`config.mk`:
```
export PLATFORM = sky130hd
export DESIGN_NAME = cam_capture_seq
export DESIGN_NICKNAME = d
export VERILOG_FILES = /design/src/rtl/cam_pkg.sv /design/src/rtl/cam_sync_edge.sv /design/src/rtl/cam_capture_seq.sv
export SDC_FILE = /design/constraint.sdc
export NUM_CORES = 1
export LEC_CHECK = 0
export BUFFER_PORTS_ARGS = -buffer_cell sky130_fd_sc_hd__clkbuf_2
export CORE_MARGIN = 8
export CORE_UTILIZATION = 55
export DETAILED_ROUTE_END_ITERATION = 10
export PLACE_DENSITY = 0.77
export SKIP_LAST_GASP = 1
export SYNTH_ARGS = -nofsm -noshare
export SYNTH_HDL_FRONTEND = slang
export SYNTH_SLANG_ARGS = --single-unit
```
`constraint.sdc`:
```
create_clock -name PCLK -period 2.8 [get_ports PCLK]
set_input_delay 0 -clock PCLK [delete_from_list [all_inputs] [get_ports PCLK]]
set_output_delay 0 -clock PCLK [all_outputs]
set_load 0.01 [all_outputs]
```
`src/rtl/cam_pkg.sv`:
```
// Shared definitions for the OV7670 capture path: sequencer states, default
// frame geometry and the RGB565 -> RGB332 packing used by the datapath.
package cam_pkg;

  localparam int H_PIX_DEF   = 160;
  localparam int V_LINES_DEF = 120;
  localparam int AW_DEF      = 17;
  localparam int FCW_DEF     = 8;

  typedef enum logic [2:0] {
    ST_IDLE   = 3'd0,
    ST_ARM    = 3'd1,
    ST_SYNC   = 3'd2,
    ST_ACTIVE = 3'd3,
    ST_DONE   = 3'd4,
    ST_ERROR  = 3'd5
  } cap_state_t;

  // RGB565 arrives as RRRRRGGG then GGGBBBBB; RGB332 keeps the top bits of each.
  localparam int RGB332_R_HI = 7;
  localparam int RGB332_R_LO = 5;
  localparam int RGB332_G_HI = 2;
  localparam int RGB332_G_LO = 0;
  localparam int RGB332_B_HI = 4;
  localparam int RGB332_B_LO = 3;

  function automatic logic [7:0] rgb332_pack(input logic [7:0] b_hi, input logic [7:0] b_lo);
    return {b_hi[RGB332_R_HI:RGB332_R_LO], b_hi[RGB332_G_HI:RGB332_G_LO],
            b_lo[RGB332_B_HI:RGB332_B_LO]};
  endfunction

endpackage

```
`src/rtl/cam_sync_edge.sv`:
```
// Registered copies of the camera framing strobes and the edge pulses the
// sequencer steps on.
module cam_sync_edge (
  input  logic clk,
  input  logic rst_n,
  input  logic vsync,
  input  logic href,
  output logic vs_rise,
  output logic vs_fall,
  output logic hr_fall
);

  logic vs_q;
  logic hr_q;

  always_ff @(posedge clk or negedge rst_n) begin
    if (!rst_n) begin
      vs_q <= 1'b0;
      hr_q <= 1'b0;
    end else begin
      vs_q <= vsync;
      hr_q <= href;
    end
  end

  assign vs_rise = vsync & ~vs_q;
  assign vs_fall = ~vsync & vs_q;
  assign hr_fall = ~href & hr_q;

endmodule

```
`src/rtl/cam_capture_seq.sv`:
```
// Frame-capture sequencer: arms on START, aligns to whole frames, pairs bytes
// into pixels, drives frame-buffer WE/ADDR and checks frame geometry.
module cam_capture_seq
  import cam_pkg::*;
#(
  parameter int H_PIX   = H_PIX_DEF,
  parameter int V_LINES = V_LINES_DEF,
  parameter int AW      = AW_DEF,
  parameter int FCW     = FCW_DEF
) (
  input  logic           PCLK,
  input  logic           RSTn,
  input  logic           VSYNC,
  input  logic           HREF,
  input  logic           START,
  input  logic           CONT,
  input  logic           ABORT,
  output logic           BYTE_HI,
  output logic           WE,
  output logic [AW-1:0]  ADDR,
  output logic           BUSY,
  output logic           DONE,
  output logic           ERR,
  output logic [FCW-1:0] FRAME_CNT
);

  localparam int RW = $clog2(V_LINES + 2);
  localparam int CW = $clog2(H_PIX + 1);
  localparam logic [CW-1:0] COL_END   = CW'(H_PIX);
  localparam logic [RW-1:0] ROW_END   = RW'(V_LINES);
  localparam logic [RW-1:0] ROW_SAT   = RW'(V_LINES + 1);
  localparam logic [AW-1:0] LINE_STEP = AW'(H_PIX);

  cap_state_t     state;
  logic [RW-1:0]  row;
  logic [RW-1:0]  row_nxt;
  logic [CW-1:0]  col;
  logic [AW-1:0]  line_base;
  logic           phase;
  logic           len_err;
  logic           len_nxt;
  logic           cont_r;
  logic [FCW-1:0] fcnt;
  logic           vs_rise;
  logic           vs_fall;
  logic           hr_fall;
  logic           act;
  logic           in_range;

  cam_sync_edge u_edge (
    .clk     (PCLK),
    .rst_n   (RSTn),
    .vsync   (VSYNC),
    .href    (HREF),
    .vs_rise (vs_rise),
    .vs_fall (vs_fall),
    .hr_fall (hr_fall)
  );

  // WE fires in the cycle of the second byte so the datapath writes on that edge.
  assign act      = (state == ST_ACTIVE) && !ABORT;
  assign in_range = (col < COL_END) && (row < ROW_END);
  assign WE       = act & HREF & phase & in_range;
  assign BYTE_HI  = act & HREF & ~phase;
  assign ADDR     = WE ? (line_base + AW'(col)) : '0;

  assign BUSY      = (state == ST_ARM) || (state == ST_SYNC) || (state == ST_ACTIVE);
  assign DONE      = (state == ST_DONE);
  assign ERR       = (state == ST_ERROR);
  assign FRAME_CNT = fcnt;

  // Row/length view after this cycle's line end, so a coincident frame end sees it.
  always_comb begin
    row_nxt = row;
    len_nxt = len_err;
    if (HREF && phase && (col >= COL_END)) len_nxt = 1'b1;
    if (hr_fall) begin
      if ((col != COL_END) || phase) len_nxt = 1'b1;
      if (row < ROW_SAT) row_nxt = row + RW'(1);
    end
  end

  always_ff @(posedge PCLK or negedge RSTn) begin
    if (!RSTn) begin
      state     <= ST_IDLE;
      row       <= '0;
      col       <= '0;
      line_base <= '0;
      phase     <= 1'b0;
      len_err   <= 1'b0;
      cont_r    <= 1'b0;
      fcnt      <= '0;
    end else if (ABORT) begin
      state <= ST_IDLE;
    end else begin
      unique case (state)
        ST_IDLE, ST_DONE, ST_ERROR: begin
          if (START) begin
            state  <= ST_ARM;
            cont_r <= CONT;
          end
        end
        ST_ARM: begin
          if (vs_rise) state <= ST_SYNC;
        end
        ST_SYNC: begin
          if (vs_fall) begin
            state     <= ST_ACTIVE;
            row       <= '0;
            col       <= '0;
            line_base <= '0;
            phase     <= 1'b0;
            len_err   <= 1'b0;
          end
        end
        ST_ACTIVE: begin
          row     <= row_nxt;
          len_err <= len_nxt;
          if (HREF) begin
            phase <= ~phase;
            if (phase && (col < COL_END)) col <= col + CW'(1);
          end else if (hr_fall) begin
            col   <= '0;
            phase <= 1'b0;
            if (row < ROW_END) line_base <= line_base + LINE_STEP;
          end
          if (vs_rise) begin
            if ((row_nxt == ROW_END) && !len_nxt) begin
              fcnt  <= fcnt + FCW'(1);
              state <= cont_r ? ST_SYNC : ST_DONE;
            end else begin
              state <= ST_ERROR;
            end
          end
        end
        default: state <= ST_IDLE;
      endcase
    end
  end

endmodule

```
==> results.tsv, run 1 <==
stage	metric	value	unit
run_status	result of the run	completed	
synth	average size of a mapped cell	8.53	um2
timing	Setup Viol. Count Final	0	
synth	post-synthesis sequential area ratio	40.3	%
floorplanning	number of I/O pins	37	
synth	Syn Std Cell Area	2670	um2
critical_path	Worst path depth	7	
floorplanning	Chip Height	85.7	um
clock_network	clock tree buffer depth	2	
timing	Max Transition Viols Final	0	
drt	initial DRC count	95	
floorplanning	starting density of the core	56.9	%
hold_path	Hold Path Class	primary input to flop	
clock_network	H-tree levels	2	
synth	Synth Instances	313	
critical_path	critical path's slowest cell	dfrtp_1	
clock_network	cts repair resizes	0	
placed_design	Port Buffers	36	
drt	M1 wire length	2.66	mm
floorplanning	core footprint	4690	um2
clock_network	Root Driver	clkbuf_8	
synth	most common cell in the netlist	dfrtp_1	
synth	synth cell count leaders	43 x dfrtp_1, 38 x nor2_1, 34 x nand2_1	
timing	relative slew slack	30.5	%
drt	drt pass-1 iters	4	
power_and_ir_drop	PD cells	507	nW/um2
hold_path	worst hold stages	3	
power_and_ir_drop	Lkg Pwr	0.00137	uW
critical_path	critical path arrival	2.51	ns
drt	WL/cell	14.3	um
power_and_ir_drop	worst vdd ir	0.000313	V
placed_design	Cells after DPL	396	
global_route	initial antenna violation count	0	
synth	Post-Syn Nets	328	
timing	setup TNS	0	ns
critical_path	most used cell along the critical path	nand2_1	
global_route	grt total ovfl	0	
clock_network	CTS sink cnt	43	
critical_path	r2r worst-path depth	6	
floorplanning	Die ar.	7340	um2
clock_network	clock-pin slew on the worst setup and hold paths	0.08	ns
clock_network	# hold bufs at CTS	5	
synth	top_reg_cell synth	dfrtp_1	
critical_path	max incr delay on CP	0.55	ns
critical_path	CP Capture Type	output pin	
synth	Yosys reg bits	43	
timing	Max Freq	0.399	GHz
drt	metal3 WL	268	um
timing	Period minus WS final	2.51	ns
global_route	first-pass GRT wire length	10.3	mm
timing	post-route clock skew	0.00764	ns
synth	warnings from Yosys	0	
floorplanning	row count	25	
cells_and_area	Final nets	369	
clock_network	CTS tree	built	
synth	post-synth top area cell	dfrtp_1	
timing	Slew @ Worst Pin	1.04	ns
global_route	vias in the first global route	2243	
critical_path	Crit Path Class	flop to output pin	
critical_path	CP cell instances	and3b_1 -> nand2_1 -> or4_1 -> inv_1 -> nand2_1 -> a21oi_1 -> clkbuf_2	
clock_network	Post-CTS Setup Bufs	0	
timing	Final Hold Fails	0	
synth	EDFF count, synth	0	
timing	final worst-path cycle share	89.6	%
drt	final WL	5.83	mm
cells_and_area	filler instances	415	
critical_path	CP required	2.80	ns
drt	drt drc	0	
placed_design	dpl hpwl	4.35	mm
timing	RSZ-0062 raised after global routing	false	
cells_and_area	layout cells sized above 1	15.3	%
cells_and_area	antenna fix cells	0	
drt	top sig layer	met4	
flow_run	Max Cap Viol	0	
drt	vias per cell	5.82	
cells_and_area	fin cells	408	
floorplanning	die width	85.7	um
critical_path	Critical Path Fanout Max	13	
drt	WL met2	2.79	mm
clock_network	CTS buffer count	5	
global_route	pin count of the biggest net entering global routing	44	
critical_path	Top Family by Delay on Critical Path	simple AND/OR/NAND/NOR gates	
global_route	Total GRT Usage	17.2	%
placed_design	routability cong.	0.896	
cells_and_area	synthesis-to-finish area growth	14.4	%
drt	total number of vias	2375	
critical_path	number of buffers and inverters on the critical path	2	
critical_path	CP Launch Type	flop	
drt	post-detailed-route count of antenna-violating nets	0	
synth	Area contributors post-synth	dfrtp_1 40%, o21ai_0 5.6%, nor2_1 5.3%	
synth	asr flop ratio synth	100	%
clock_network	insertion delay to the later sink of the worst-skew pair	0.29	ns
synth	post-synthesis cell type count	44	
synth	Synth top area share	40.3	%
cells_and_area	Final Util	65.1	%
sequential cells by signal (all words and copies together), names as in the netlist:
signal / flops
len_err: 1
col: 8
row: 7
state: 3
cont_r: 1
u_edge.vs_q: 1
phase: 1
FRAME_CNT: 8
u_edge.hr_q: 1
line_base: 12
worst paths after layout:
path	start	end	slack (ns)
min reg2reg	FRAME_CNT[7]	FRAME_CNT[7]	0.47
min in group asynchronous	RSTn	row[2]	0.43
max reg2reg	col[2]	FRAME_CNT[1]	0.34
min	START	cont_r	0.05
max in group asynchronous	RSTn	line_base[10]	1.74
max	state[1]	ADDR[8]	0.29
area by class of cell:
type	count	area, um2	share of cell area [%]
sequential	43	1080	35.2
multi-input combinational	252	1520	49.8
clock inverter	1	30.0	0.983
tap	54	67.6	2.21
timing repair buffer	45	260	8.52
clock buffer	6	72.6	2.38
inverter	7	26.3	0.860
report_power, final:
group | total, uW | switching, uW | internal (uW)
Combinational | 314 | 184 | 129
Clock | 455 | 193 | 261
Sequential | 781 | 96.8 | 684
Total | 1550 | 475 | 1080
worst min-delay path: cells and delay by family:
family,cells,cell delay [ns]
multiplexers,1,0.15
buffers and inverters,1,0.09
AND/OR/NAND/NOR,1,0.07
logic make-up (layout without fill, tap and decap cells):
group	after synthesis	count (layout)	share of synthesized area (%)
AO/OA/AOI/OAI	66	66	15.3
multiplexers	3	3	1.55
adder cells (fa/ha/maj)	8	8	3.75
flip-flops	43	43	40.3
XOR/XNOR	23	23	7.54
AND/OR/NAND/NOR	152	152	28.9
buffers and inverters	18	59	2.67
routing by layer:
metal / global-route usage [%] / vias up
li1: - / 1197
met1: 20.7 / 1115
met2: 28.7 / 53
met3: 4.01 / 10
met4: 6.85 / 0
met5: 0 / -
cells in the final DEF (no fill, tap or decap), drive strengths merged, types with 3 or more instances in the layout:
master / instances
a21o: 4
a21oi: 12
and2: 5
and3: 7
and3b: 3
buf: 4
clkbuf: 42
dfrtp: 43
dlygate4sd3: 5
ha: 8
inv: 7
mux2: 3
nand2: 35
nand2b: 8
nand3: 12
nand4: 8
nor2: 38
nor3: 14
nor3b: 4
o21ai: 31
o31ai: 5
or3: 6
xnor2: 16
xor2: 7
per-stage QoR:
| step | total power [uW] | instance area [um2] | setup slack, ns | hold WS (ns) |
|---|---|---|---|---|
| 6_report | 1550 | 3060 | 0.291 | 0.0503 |
| 2_1_floorplan | 1000 | 2670 | 0.566 | -0.296 |
| 5_1_grt | 1650 | 3060 | 0.155 | 0.0434 |
| 3_5_place_dp | 1100 | 2900 | 0.327 | 0.157 |
| 4_1_cts | 1570 | 3060 | 0.293 | 0.0484 |
| 3_3_place_gp | 1080 | 2900 | 0.389 | 0.154 |
Power figures use the tool's default switching activity.
==> inputs of run 2 (changes only) <==
--- a/config.mk
+++ b/config.mk
@@ -10,7 +10,7 @@
 export CORE_UTILIZATION = 55
 export DETAILED_ROUTE_END_ITERATION = 10
 export PLACE_DENSITY = 0.77
-export SKIP_LAST_GASP = 1
+export REMOVE_ABC_BUFFERS = 1
 export SYNTH_ARGS = -nofsm -noshare
 export SYNTH_HDL_FRONTEND = slang
 export SYNTH_SLANG_ARGS = --single-unit
==> results.tsv, run 2 (same netlist as run 1, synthesis figures left out) <==
stage	metric	value	unit
drt	final WL	5.94	mm
cells_and_area	Final nets	369	
floorplanning	starting density of the core	56.9	%
cells_and_area	largest register by flop count	line_base	
run_status	result of the run	completed	
clock_network	CTS sink cnt	43	
timing	Final WS setup	0.285	ns
critical_path	CP cell instances	ha_1 -> nor4b_1 -> o311ai_1 -> a2111oi_4 -> nand2_2 -> mux2_4	
power_and_ir_drop	switching share of power	31.0	%
drt	vias per cell	5.79	
placed_design	dpl hpwl	4.31	mm
global_route	pin count of the biggest net entering global routing	44	
clock_network	Root Driver	clkbuf_8	
drt	drt pass-1 iters	4	
timing	final worst-path cycle share	89.8	%
drt	M1 wire length	2.73	mm
timing	relative slew slack	31.2	%
placed_design	placed inst area	2900	um2
placed_design	worst slack, placed	0.294	ns
power_and_ir_drop	Lkg Pwr	0.00138	uW
power_and_ir_drop	part of the power in combinational logic	19.6	%
cells_and_area	fin cells	409	
global_route	initial antenna violation count	0	
power_and_ir_drop	share of power burned in registers	48.8	%
global_route	grt total ovfl	0	
placed_design	routability cong.	0.853	
timing	Period minus WS final	2.51	ns
critical_path	CP Launch Type	flop	
placed_design	Port Buffers	36	
global_route	vias in the first global route	2347	
timing	RSZ-0062 raised after global routing	false	
clock_network	clock tree buffer depth	2	
clock_network	Post-CTS Setup Bufs	0	
global_route	first-pass GRT wire length	10.4	mm
drt	drt drc	0	
drt	top sig layer	met4	
cells_and_area	max reg flops	12	
cells_and_area	layout cells sized above 1	16.1	%
critical_path	number of buffers and inverters on the critical path	0	
critical_path	critical path arrival	2.71	ns
critical_path	max incr delay on CP	0.56	ns
drt	WL/cell	14.5	um
clock_network	insertion delay to the later sink of the worst-skew pair	0.30	ns
timing	Slew @ Worst Pin	1.03	ns
timing	Setup Viol. Count Final	0	
drt	post-detailed-route count of antenna-violating nets	0	
timing	post-route clock skew	0.00731	ns
timing	setup TNS	0	ns
drt	metal3 WL	314	um
timing	Hold Slack	0.0327	ns
hold_path	Hold Path Class	primary input to flop	
critical_path	Crit Path Class	flop to flop	
cells_and_area	design area	3070	um2
floorplanning	Chip Height	85.7	um
clock_network	CTS buffer count	5	
drt	WL met2	2.83	mm
critical_path	critical path's slowest cell	a2111oi_4	
cells_and_area	antenna fix cells	0	
timing	Max Transition Viols Final	0	
cells_and_area	synthesis-to-finish area growth	15.0	%
floorplanning	core footprint	4690	um2
clock_network	CTS tree	built	
power_and_ir_drop	clock share of power	31.5	%
critical_path	reg2reg start	row[0]	
floorplanning	die width	85.7	um
hold_path	Worst Hold Launch	START	
power_and_ir_drop	worst vdd ir	0.000378	V
critical_path	CP Capture Type	flop	
timing	Final Hold Fails	0	
floorplanning	row count	25	
flow_run	Max Cap Viol	0	
drt	total number of vias	2369	
timing	Max Freq	0.398	GHz
critical_path	R2R Setup Slk	0.29	ns
floorplanning	Die ar.	7340	um2
clock_network	H-tree levels	2	
clock_network	clock-pin slew on the worst setup and hold paths	0.08	ns
power_and_ir_drop	switching power total	496	uW
cells_and_area	commonest cells after routing, fill and taps aside	43 x dfrtp_1, 38 x nor2_1, 36 x clkbuf_2	
critical_path	CP required	2.99	ns
critical_path	Top Family by Delay on Critical Path	compound AO/OA/AOI/OAI gates	
power_and_ir_drop	PD cells	520	nW/um2
critical_path	worst setup path startpoint	row[0]	
critical_path	Critical Path Fanout Max	9	
placed_design	Cells after DPL	396	
drt	initial DRC count	137	
power_and_ir_drop	Internal Pwr Total	1100	uW
cells_and_area	commonest non-fill, non-tap cell in the layout	dfrtp_1	
global_route	Total GRT Usage	17.1	%
floorplanning	number of I/O pins	37	
-- run 2: changes by cell type in the layout (fill, tap and decap cells not counted), sizes merged --
cell,change
clkinv,+1
-- run 2: stage by stage --
step	power [uW]	util, %
2_1_floorplan	989	-
3_3_place_gp	1090	61.9
3_5_place_dp	1100	61.9
4_1_cts	1610	65.4
5_1_grt	1690	65.5
6_report	1600	65.5
-- run 2: path summary, 6_finish.rpt --
| check | to | cells after the start |
|---|---|---|
| min | cont_r | 3 |
| max | FRAME_CNT[1] | 6 |
| max in group asynchronous | line_base[9] | 2 |
| min reg2reg | len_err | 1 |
| max reg2reg | FRAME_CNT[1] | 6 |
| min in group asynchronous | FRAME_CNT[0] | 2 |
-- run 2: worst register-to-register path: stages, from the launching register on --
cell	delay, ns
dfrtp_1	0.47
ha_1	0.37
nor4b_1	0.33
o311ai_1	0.19
a2111oi_4	0.56
nand2_2	0.16
mux2_4	0.32
-- run 2: area by class of cell --
type / instances / area (um2)
fillers: 395 / 1620
inverters: 7 / 26.3
multi-input cells: 252 / 1520
clock buffers: 6 / 82.6
clock inverters: 2 / 35.0
well taps: 54 / 67.6
repair buffers: 45 / 260
flip-flops and latches: 43 / 1080
-- run 2: layer usage --
layer / track usage, % / up-vias
met5: 0 / -
met4: 6.53 / 0
met3: 4.11 / 8
met2: 28.6 / 69
met1: 20.6 / 1107
li1: - / 1185
-- run 2: power groups by stage --
stage / sequential [uW] / clock (uW) / combinational [uW]
6_report: 780 / 504 / 314
5_1_grt: 794 / 538 / 361
4_1_cts: 778 / 514 / 316
3_5_place_dp: 788 / 0 / 308
3_3_place_gp: 786 / 0 / 302
2_1_floorplan: 764 / 0 / 225
-- run 2: timing repair --
item | CTS | global route
hold buffers | 5 | 0
gates resized for setup | 0 | 1
setup endpoints to repair | 0 | 1
endpoints found under the hold margin | 48 | 0
==> inputs of run 3 (changes only) <==
--- a/config.mk
+++ b/config.mk
@@ -6,6 +6,7 @@
 export NUM_CORES = 1
 export LEC_CHECK = 0
 export BUFFER_PORTS_ARGS = -buffer_cell sky130_fd_sc_hd__clkbuf_2
+export CORE_ASPECT_RATIO = 2
 export CORE_MARGIN = 8
 export CORE_UTILIZATION = 55
 export DETAILED_ROUTE_END_ITERATION = 10
==> results.tsv, run 3 (same netlist as run 1, synthesis figures left out) <==
stage	metric	value	unit
placed_design	routability cong.	0.835	
power_and_ir_drop	switching power total	490	uW
clock_network	clock tree buffer depth	2	
critical_path	Critical Path Fanout Max	13	
drt	drt drc	0	
timing	post-route clock skew	0.00617	ns
drt	post-detailed-route count of antenna-violating nets	0	
critical_path	worst r2r dst	FRAME_CNT[1]	
timing	Final Hold Fails	0	
global_route	pin count of the biggest net entering global routing	44	
critical_path	CP Capture Type	output pin	
global_route	grt total ovfl	0	
floorplanning	Chip Height	115	um
cells_and_area	layout cells sized above 1	15.8	%
clock_network	Root Driver	clkbuf_8	
power_and_ir_drop	Lkg Pwr	0.00136	uW
clock_network	H-tree levels	2	
placed_design	Port Buffers	36	
power_and_ir_drop	PD cells	492	nW/um2
timing	relative slew slack	28.4	%
drt	total number of vias	2438	
timing	Slew @ Worst Pin	1.07	ns
drt	drt pass-1 iters	4	
floorplanning	number of I/O pins	37	
clock_network	insertion delay to the later sink of the worst-skew pair	0.29	ns
cells_and_area	synthesis-to-finish area growth	14.1	%
cells_and_area	commonest non-fill, non-tap cell in the layout	dfrtp_1	
cells_and_area	commonest cells after routing, fill and taps aside	43 x dfrtp_1, 38 x nor2_1, 36 x clkbuf_2	
drt	final WL	6.31	mm
floorplanning	row count	36	
critical_path	r2r worst-path depth	6	
critical_path	CP Launch Type	flop	
cells_and_area	largest register by flop count	line_base	
power_and_ir_drop	clock share of power	26.7	%
critical_path	R2R Setup Slk	0.28	ns
power_and_ir_drop	worst vdd ir	0.000410	V
floorplanning	Die ar.	7480	um2
timing	Max Freq	0.396	GHz
cells_and_area	filler instances	425	
clock_network	clock-pin slew on the worst setup and hold paths	0.07	ns
critical_path	reg2reg start	row[0]	
critical_path	worst setup path startpoint	state[1]	
cells_and_area	Final nets	369	
power_and_ir_drop	share of power burned in registers	52.2	%
run_status	result of the run	completed	
global_route	vias in the first global route	2421	
floorplanning	die width	65.3	um
clock_network	CTS sink cnt	43	
critical_path	Crit Path Class	flop to output pin	
cells_and_area	antenna fix cells	0	
flow_run	Max Cap Viol	0	
drt	initial DRC count	127	
drt	WL/cell	15.3	um
critical_path	crit path to	ADDR[8]	
placed_design	dpl hpwl	4.61	mm
timing	final worst-path cycle share	90.2	%
cells_and_area	Final Util	63.8	%
clock_network	CTS tree	built	
drt	vias per cell	5.93	
hold_path	Hold Path Class	primary input to flop	
floorplanning	starting density of the core	55.9	%
floorplanning	core footprint	4770	um2
timing	RSZ-0062 raised after global routing	false	
timing	Period minus WS final	2.53	ns
power_and_ir_drop	Internal Pwr Total	1010	uW
cells_and_area	max reg flops	12	
timing	setup TNS	0	ns
global_route	Total GRT Usage	17.7	%
clock_network	CTS buffer count	5	
power_and_ir_drop	switching share of power	32.7	%
critical_path	CP required	2.80	ns
timing	Max Transition Viols Final	0	
critical_path	critical path arrival	2.53	ns
timing	Setup Viol. Count Final	0	
power_and_ir_drop	part of the power in combinational logic	21.1	%
global_route	initial antenna violation count	0	
global_route	first-pass GRT wire length	10.9	mm
run 3: routing by layer:
metal	wire, um	track usage (%)	vias to the layer above	share of wire (%)
li1	-	-	1185	-
met1	2680	21.4	1173	42
met2	3170	28.8	66	50
met3	312	3.63	14	4.9
met4	146	8.80	0	2.3
met5	0	0	-	0
run 3: cell type report:
class,count,area [um2],area share (%)
sequential,43,1080,35.3
tap,57,71.3,2.34
timing repair buffer,45,260,8.55
clock buffer,6,82.6,2.71
inverter,7,26.3,0.863
multi-input combinational,252,1520,50.0
clock inverter,1,5.00,0.164
run 3: repair_timing:
action,CTS,global route
hold buffers,5,0
hold endpoints to repair,47,0
endpoints found under the setup margin,0,1
gates resized for setup,0,1
buffers inserted,0,0
run 3: worst min-delay path by stage:
stage	startpoint	endpoint	cells past startpoint
6_report	START	cont_r	3
5_1_grt	START	cont_r	3
4_1_cts	START	cont_r	3
3_5_place_dp	VSYNC	u_edge.vs_q	1
3_3_place_gp	VSYNC	u_edge.vs_q	1
2_1_floorplan	RSTn	FRAME_CNT[0]	0
run 3: worst max-delay path, stage by stage, from the launching register on:
cell	delay (ns)
dfrtp_1	0.54
and3b_2	0.38
nand2_1	0.17
or4_1	0.53
inv_1	0.21
nand2_1	0.08
a21oi_1	0.15
clkbuf_2	0.17
run 3: metrics by stage:
stage | setup WS, ns | instance area [um2] | power, uW | hold slack, ns | cells
final | 0.275 | 3050 | 1500 | 0.0422 | 411
after detailed placement | 0.293 | 2910 | 1100 | 0.147 | 399
after global routing | 0.0745 | 3050 | 1590 | 0.0623 | 411
after global placement | 0.375 | 2910 | 1080 | 0.141 | 399
after CTS | 0.193 | 3040 | 1510 | 0.0383 | 411
after floorplan | 0.512 | 2630 | 989 | -0.296 | 302
run 3: power by group through the flow:
stage | sequential [uW] | combinational, uW | clock, uW
after CTS | 778 | 318 | 417
after global routing | 801 | 361 | 432
final | 781 | 316 | 400
after detailed placement | 789 | 310 | 0
after floorplan | 764 | 225 | 0
after global placement | 785 | 297 | 0
